===== config.mk =====
export PLATFORM = sky130hd
export DESIGN_NAME = serial_ripple_subtractor_flat
export DESIGN_NICKNAME = d
export VERILOG_FILES = /design/src/rtl/serial_ripple_subtractor_if.sv /design/src/rtl/serial_ripple_subtractor.sv /design/src/flat_wrapper.sv
export SDC_FILE = /design/constraint.sdc
export NUM_CORES = 1
export LEC_CHECK = 0
export CAP_MARGIN = 20
export CORE_MARGIN = 2
export CORE_UTILIZATION = 30
export DETAILED_ROUTE_END_ITERATION = 10
export GPL_TIMING_DRIVEN = 0
export SLEW_MARGIN = 20
export SYNTH_ARGS = -nofsm -noshare
export SYNTH_HDL_FRONTEND = slang
export SYNTH_SLANG_ARGS = --single-unit

===== constraint.sdc =====
create_clock -name clk -period 1.78 [get_ports clk]
set_clock_uncertainty 0.1 [all_clocks]
set_input_delay 0.356 -clock clk [delete_from_list [all_inputs] [get_ports clk]]
set_output_delay 0.356 -clock clk [all_outputs]
set_load 0.01 [all_outputs]

===== src/rtl/serial_ripple_subtractor_if.sv =====
// serial_ripple_subtractor_if: start/done request and result bundle for the bit-serial subtractor
interface serial_ripple_subtractor_if #(parameter int WIDTH = 4);
    logic             start;
    logic [WIDTH-1:0] A;
    logic [WIDTH-1:0] B;
    logic             Bin;
    logic             busy;
    logic             done;
    logic [WIDTH-1:0] Diff;
    logic             Bout;
    logic             Ovf;
    modport master (output start, A, B, Bin, input busy, done, Diff, Bout, Ovf);
    modport slave  (input start, A, B, Bin, output busy, done, Diff, Bout, Ovf);
endinterface


===== src/rtl/serial_ripple_subtractor.sv =====
// serial_ripple_subtractor: bit-serial A - B - Bin, LSB first, one bit per clock behind start/done
module serial_ripple_subtractor #(parameter int WIDTH = 4) (
    input logic clk,
    input logic rst,
    serial_ripple_subtractor_if.slave s
);
    localparam int CW = $clog2(WIDTH);
    typedef enum logic [1:0] {IDLE, RUN, DONE} state_t;
    state_t           state;
    logic [WIDTH-1:0] a_sh, b_sh, res;
    logic [CW-1:0]    cnt;
    logic             br, a, b, d, br_n;
    assign a    = a_sh[0];
    assign b    = b_sh[0];
    assign d    = a ^ b ^ br;
    assign br_n = (~a & b) | (~(a ^ b) & br);
    // on the last bit the shift registers expose the operand MSBs, so overflow is taken from them
    always_ff @(posedge clk) begin
        if (rst) begin
            state  <= IDLE;
            a_sh   <= '0;
            b_sh   <= '0;
            res    <= '0;
            br     <= 1'b0;
            cnt    <= '0;
            s.busy <= 1'b0;
            s.done <= 1'b0;
            s.Diff <= '0;
            s.Bout <= 1'b0;
            s.Ovf  <= 1'b0;
        end else begin
            s.done <= 1'b0;
            if (state == RUN) begin
                a_sh <= a_sh >> 1;
                b_sh <= b_sh >> 1;
                res  <= {d, res[WIDTH-1:1]};
                br   <= br_n;
                cnt  <= cnt + CW'(1);
                if (cnt == CW'(WIDTH - 1)) begin
                    state  <= DONE;
                    s.busy <= 1'b0;
                    s.done <= 1'b1;
                    s.Diff <= {d, res[WIDTH-1:1]};
                    s.Bout <= br_n;
                    s.Ovf  <= (a ^ b) & (d ^ a);
                end
            end else if (s.start) begin
                state  <= RUN;
                a_sh   <= s.A;
                b_sh   <= s.B;
                br     <= s.Bin;
                cnt    <= '0;
                s.busy <= 1'b1;
            end else begin
                state <= IDLE;
            end
        end
    end
endmodule

===== src/flat_wrapper.sv =====
// flat-port wrapper written by rule: the top's interface ports become plain ports
module serial_ripple_subtractor_flat 
#(parameter int WIDTH = 4)
  (clk, rst, s_start, s_A, s_B, s_Bin, s_busy, s_done, s_Diff, s_Bout, s_Ovf);
  serial_ripple_subtractor_if #(.WIDTH(WIDTH)) s_i ();
  input logic clk;
  input logic rst;
  input wire logic [$bits(s_i.start)-1:0] s_start;
  input wire logic [$bits(s_i.A)-1:0] s_A;
  input wire logic [$bits(s_i.B)-1:0] s_B;
  input wire logic [$bits(s_i.Bin)-1:0] s_Bin;
  output wire logic [$bits(s_i.busy)-1:0] s_busy;
  output wire logic [$bits(s_i.done)-1:0] s_done;
  output wire logic [$bits(s_i.Diff)-1:0] s_Diff;
  output wire logic [$bits(s_i.Bout)-1:0] s_Bout;
  output wire logic [$bits(s_i.Ovf)-1:0] s_Ovf;
  assign s_i.start = s_start;
  assign s_i.A = s_A;
  assign s_i.B = s_B;
  assign s_i.Bin = s_Bin;
  assign s_busy = s_i.busy;
  assign s_done = s_i.done;
  assign s_Diff = s_i.Diff;
  assign s_Bout = s_i.Bout;
  assign s_Ovf = s_i.Ovf;
  serial_ripple_subtractor #(.WIDTH(WIDTH)) u_core (.clk(clk), .rst(rst), .s(s_i));
endmodule

After elaboration in Yosys (flattened, before gate mapping)
Cells that the tools add are included.
{"block": "classes", "n_mux": 15, "n_bitwise": 10, "n_eq_ne": 3, "n_addsub": 1, "reduce_logical": 5}
{"op": "3-bit two-way mux", "count": 4}
{"op": "2-bit two-way mux", "count": 4}
{"op": "1-bit two-way mux", "count": 7}
{"op": "2-bit AND reduction", "count": 2}
{"op": "2-bit OR reduction", "count": 2}
{"op": "1-bit AND", "count": 3}
{"op": "1-bit inverter", "count": 3}
{"op": "1-bit XOR", "count": 3}
{"op": "2-bit by 1-bit adder with 2-bit output, second input constant", "count": 1}
{"op": "2-bit by 1-bit == test with 1-bit output, second input constant", "count": 1}
{"op": "2-bit == test, second input constant", "count": 1}
{"op": "2-bit != test, second input constant", "count": 1}
{"op": "2-bit nonzero test", "count": 1}
{"op": "1-bit OR", "count": 1}
{"block": "word_totals", "in_bits": 12, "output_inout_bits": 8, "register_bits": 25}

Longest topological paths before layout
{"block": "logic_depth", "depth_word": 5, "mapped_depth": 5}

Worst setup path after synthesis
No wires, ideal clock.
{"block": "synth_timing", "path_type": "register to register", "startpoint": "register u_core.a_sh[0]", "endpoint": "register u_core.s.Ovf", "required_time_ns": 1.613, "path_slack_ns": 0.147, "arrival_time_ns": 1.465, "path_buffers": 0, "stages_incl_launch_ff": 6, "setup_time_ns": 0.067, "cell_sequence": "dfxtp_1 -> inv_1 -> fa_1 -> xor2_1 -> or3_1 -> a21oi_2"}
{"block": "synth_via", "elab_chain_len": 4}
{"item": "from (decl)", "line": "serial_ripple_subtractor.sv:10", "source": "logic [WIDTH-1:0] a_sh, b_sh, res;"}
{"item": "from (signal assigned)", "line": "serial_ripple_subtractor.sv:34", "source": "a_sh <= a_sh >> 1;"}
{"item": "from (signal assigned)", "line": "serial_ripple_subtractor.sv:49", "source": "a_sh <= s.A;"}
{"item": "1-bit XOR", "line": "serial_ripple_subtractor.sv:15, serial_ripple_subtractor.sv:45"}
{"item": "1-bit XOR", "line": "serial_ripple_subtractor.sv:15", "source": "assign d = a ^ b ^ br;"}
{"item": "1-bit XOR", "line": "serial_ripple_subtractor.sv:45", "source": "s.Ovf <= (a ^ b) & (d ^ a);"}
{"item": "1-bit AND *", "line": "serial_ripple_subtractor.sv:45"}
{"item": "to (signal assigned)", "line": "serial_ripple_subtractor.sv:45"}
{"item": "to (decl)", "line": "serial_ripple_subtractor_if.sv:13", "source": "modport slave (input start, A, B, Bin, output busy, done, Diff, Bout, Ovf);"}
Mark *: on every way between the ends. The rest lies on a longest branch, timed or not.
A chain may end at the register's enable or synchronous reset.

Final worst setup path
Same ends and word-level chain as after synthesis.

==> summary by stage <==
Outcome
The flow ran to the end, and the final reports show no timing, DRC or antenna violations.

Floorplanning
The horizontal die dimension is between 60 and 70 um. The initial utilization of the core area, before any placement, comes to 0.320. The die extent in y is just over 60 um. The cell row count is 20. The number of top-level design ports is 20.

The floorplan step defined a die boundary enclosing between 3000 and 4000 um^2. After floorplanning, the core was sized to cover about 3100 um^2.

Critical path
The launch point of the critical path is u_core.a_sh[0]$_SDFFE_PP0P_. The slack of the worst reg-to-reg path is between 100 and 150 ps. The kind of critical path is reg2reg.

Walking the worst path, the cells encountered are inv_1 -> fa_1 -> xor2_1 -> or3_1 -> a21oi_2. Of all nets on the critical path, the largest fanout is 3. The critical register-to-register path startpoint is u_core.a_sh[0]$_SDFFE_PP0P_. The arrival time reported for the critical path endpoint is 1840 ps. The kind of end point of the critical path is a flip-flop. The sort of element at the start of the critical path is a flip-flop. The termination of the worst setup path is u_core.s.Ovf$_SDFFE_PP0P_. The endpoint required time on the critical path is between 1500 and 2000 ps. On the worst path, the slowest cell contributes a delay of between 400 and 500 ps. The cell with the biggest individual delay on the critical path is sky130_fd_sc_hd__fa_1. The reg-to-reg critical path endpoint is u_core.s.Ovf$_SDFFE_PP0P_. The cell depth of the worst flop-to-flop path is 5.

Detailed routing
After detailed routing, the average wire length per cell comes to about 11 um. The remaining design rule violation count is 0. The DRC violation total after the first TritonRoute iteration is 21. The iteration count of the initial detailed-routing pass is 4.

In the routed layout, each cell is associated on average with a via count of approximately 4.5. Summed over all layers, the routed wires come to between 1.5 and 2 mm. The number of routed nets with antenna violations is 0. The total number of vias is 758.

Logic synthesis
The mux contribution to synthesized area is 0.0916. The post-synthesis share of cell area spent on xor and xnor gates is 0.00891. The net count of the mapped netlist is 118. The count of synthesis-stage warnings from yosys is 0.

The combinational family with the most area after synthesis is simple AND/OR/NAND/NOR gates. The synthesized netlist occupies a cell area of between 900 and 1000 um^2. The synthesized area per cell is between 9 and 10 um^2. Synthesis produced ~100 cells. Synthesis inferred 24 register bits. The sequential area share after synthesis is 0.489. Of the total synthesized cell area, the portion taken by AND, OR, NAND and NOR gates is 0.183.

Of the total synthesized cell area, the portion taken by full adders, half adders and majority gates is 0.0458. The compound-cell area share of the yosys netlist came to 0.131. The number of library cell types mapped by synthesis is 24.

Timing
In the finished design, the share of the clock period the worst path needs comes to 0.942. The total of endpoints with negative setup slack in the final report is 0. The worst slew margin relative to its limit is 0.678.

For the pin with the worst max-slew slack, the measured transition is just under 500 ps. Setup repair after global routing left no endpoint under its margin. The highest clock frequency the design can meet is 0.596 GHz. The time the worst path needs with I/O delays and setup is about 1700 ps. The count of final hold-check violations is 0. The number of pins with negative max-slew slack in the final report is 0.

Adding up every negative setup slack in the final design gives 0 ps.

GRT
The total global-route track usage is 0.116. The number of global-route vias before repair is 750. The number of antenna violations at the first check in global routing is 0. Entering global routing, the biggest net connects 14 pins.

The first global-routing pass estimated 3.24 mm of wire. For this run the aggregate overflow at the end of global routing stands at 0.

Clocking
In this run, post-CTS hold repair placed 0 buffers. The TritonCTS sink count is 24. The later pin in the worst-skew pair is clocked with a latency of around 310 ps. The TritonCTS buffer count is 3. The maximum clock insertion buffer count is 2.

After clock tree synthesis, the clock-pin slew on the worst setup and hold paths is 130 ps. After clock tree synthesis, the setup repair step added 0 buffers. In this run the number of H-tree levels came out at 1.

The root cell of the clock tree is sky130_fd_sc_hd__clkbuf_4. The CTS tree is yes.

Finish
The library cell used most frequently in the layout, excluding fill and tap cells, is sky130_fd_sc_hd__dfxtp_1. The top cell types in the final layout, fill and taps aside, are sky130_fd_sc_hd__dfxtp_1 (23), sky130_fd_sc_hd__clkdlybuf4s50_1 (18), sky130_fd_sc_hd__nand2_1 (14). The area growth from synthesis to final layout is 27.7%. The core occupancy in the finished layout is 0.408. The multi-input gate area in the final layout is 453 um^2. After the last flow step, the layout net total stands at around 140. In the final layout, the share of cells above drive strength 1 is 0.104. The total area of sequential cells is approximately 480 um^2. The antenna diode count is 0. Fill cells in the final layout number between 300 and 400.

Placed design
The final HPWL from detailed placement is 1.31 mm. Buffers placed on the I/O ports in this run total 18. Routability-driven placement finished with a final weighted congestion of around 0.68.

Pwr
IR analysis of the VDD net gives a maximum drop of about 500 uV. Dividing total power by cell area gives a power density of slightly below 800 nW/um^2. The analysis attributes to cell leakage a power of between 0.5 and 0.6 nW.

Hold path
The worst hold path belongs to the class in2reg.

Job
Across the run, the number of max-cap violations was 0.
layer usage:
metal / vias to the layer above / global-route usage / part of all wire
met2: 17 / 0.202 / 0.46
met5: - / 0 / 0
met4: 0 / 0.0186 / 0
met3: 0 / 0.0462 / 0.051
met1: 349 / 0.138 / 0.49
li1: 392 / - / -
worst min-delay path by stage:
stage | from | endpoint | slack (ps) | cells past startpoint
detailed placement | u_core.s.Diff[1]$_SDFFE_PP0P_ | u_core.s.Diff[1]$_SDFFE_PP0P_ | 350 | 2
finish | s_start | u_core.br$_SDFFE_PP0P_ | 340 | 3
global placement | u_core.s.Diff[1]$_SDFFE_PP0P_ | u_core.s.Diff[1]$_SDFFE_PP0P_ | 340 | 2
CTS | s_start | u_core.br$_SDFFE_PP0P_ | 330 | 3
global route | s_start | u_core.a_sh[1]$_SDFFE_PP0P_ | 340 | 3
floorplan | rst | u_core.a_sh[1]$_SDFFE_PP0P_ | 330 | 1
power by group:
| part | leakage, nW | total (W) | switching [W] | internal [W] |
|---|---|---|---|---|
| Clock | 0.0210 | 0.000283 | 0.000158 | 0.000125 |
| Sequential | 0.197 | 0.000581 | 0.0000176 | 0.000563 |
| Combinational | 0.288 | 0.000130 | 0.0000615 | 0.0000689 |
critical path, delay by kind of cell, from the launching register on:
family          cells  cell delay [ps]
xor+xnor            1              160
simple gates        1              320
fa+ha+maj           1              490
compound gates      1              130
flops               1              370
buf+inv             1               60
Yosys cell counts:
cell	count	share of area
sky130_fd_sc_hd__a21oi_2	1	0.0089
sky130_fd_sc_hd__xor2_1	1	0.0089
sky130_fd_sc_hd__fa_1	1	0.020
sky130_fd_sc_hd__buf_4	1	0.0076
sky130_fd_sc_hd__nor2b_1	1	0.0064
sky130_fd_sc_hd__or3_1	1	0.0064
sky130_fd_sc_hd__a211oi_1	9	0.069
sky130_fd_sc_hd__nor3_1	2	0.010
sky130_fd_sc_hd__o21ai_0	1	0.0051
sky130_fd_sc_hd__nand2_1	14	0.053
sky130_fd_sc_hd__nand2b_1	2	0.013
sky130_fd_sc_hd__and3b_1	1	0.0089
sky130_fd_sc_hd__dfxtp_1	24	0.49
sky130_fd_sc_hd__a22oi_1	1	0.0076
sky130_fd_sc_hd__nand3b_4	1	0.020
sky130_fd_sc_hd__mux2i_1	9	0.092
sky130_fd_sc_hd__a21oi_1	8	0.041
sky130_fd_sc_hd__clkbuf_1	2	0.0076
sky130_fd_sc_hd__ha_1	2	0.025
sky130_fd_sc_hd__nand3b_1	2	0.015
sky130_fd_sc_hd__inv_1	1	0.0038
sky130_fd_sc_hd__buf_6	1	0.011
sky130_fd_sc_hd__nor2_1	13	0.050
sky130_fd_sc_hd__buf_2	4	0.020
final cells by class:
type                    instances  area share
plain buffers                   8      0.0369
multi-input cells              70       0.361
clock buffers                   4      0.0289
well taps                      44      0.0438
repair buffers                 18       0.143
inverters                       1     0.00299
flip-flops and latches         24       0.383
state kept, by name (all words and copies together) (netlist names):
register,cells
u_core.br,1
u_core.state,2
u_core.s.busy,1
u_core.s.Ovf,1
u_core.b_sh,4
u_core.res,3
u_core.s.Diff,4
u_core.s.done,1
u_core.s.Bout,1
u_core.cnt,2
u_core.a_sh,4
timing repair:
action,in CTS,in global routing
resized for setup,0,1
hold endpoints to repair,0,0
setup endpoints to repair,0,1
stage by stage:
stage / setup WS [ps] / instance area [um^2] / cells / power (W) / hold WS (ps)
final: 103 / 1260 / 169 / 0.000994 / 336
after global routing: 1.78 / 1260 / 169 / 0.00106 / 342
after CTS: 45.0 / 1250 / 169 / 0.00101 / 329
after detailed placement: 72.7 / 1220 / 165 / 0.000724 / 348
after global placement: 74.0 / 1220 / 165 / 0.000722 / 344
after floorplan: 147 / 983 / 103 / 0.000675 / 329
cell families after synthesis:
group	count (synthesis)
muxes	9
and+or+nand+nor	37
xor gates and xnor gates	1
DFF	24
adders and majority gates	3
AOI/OAI and AO/OA	20
buffers and inverters	9
Note: power is estimated with default switching activity, not from simulation.
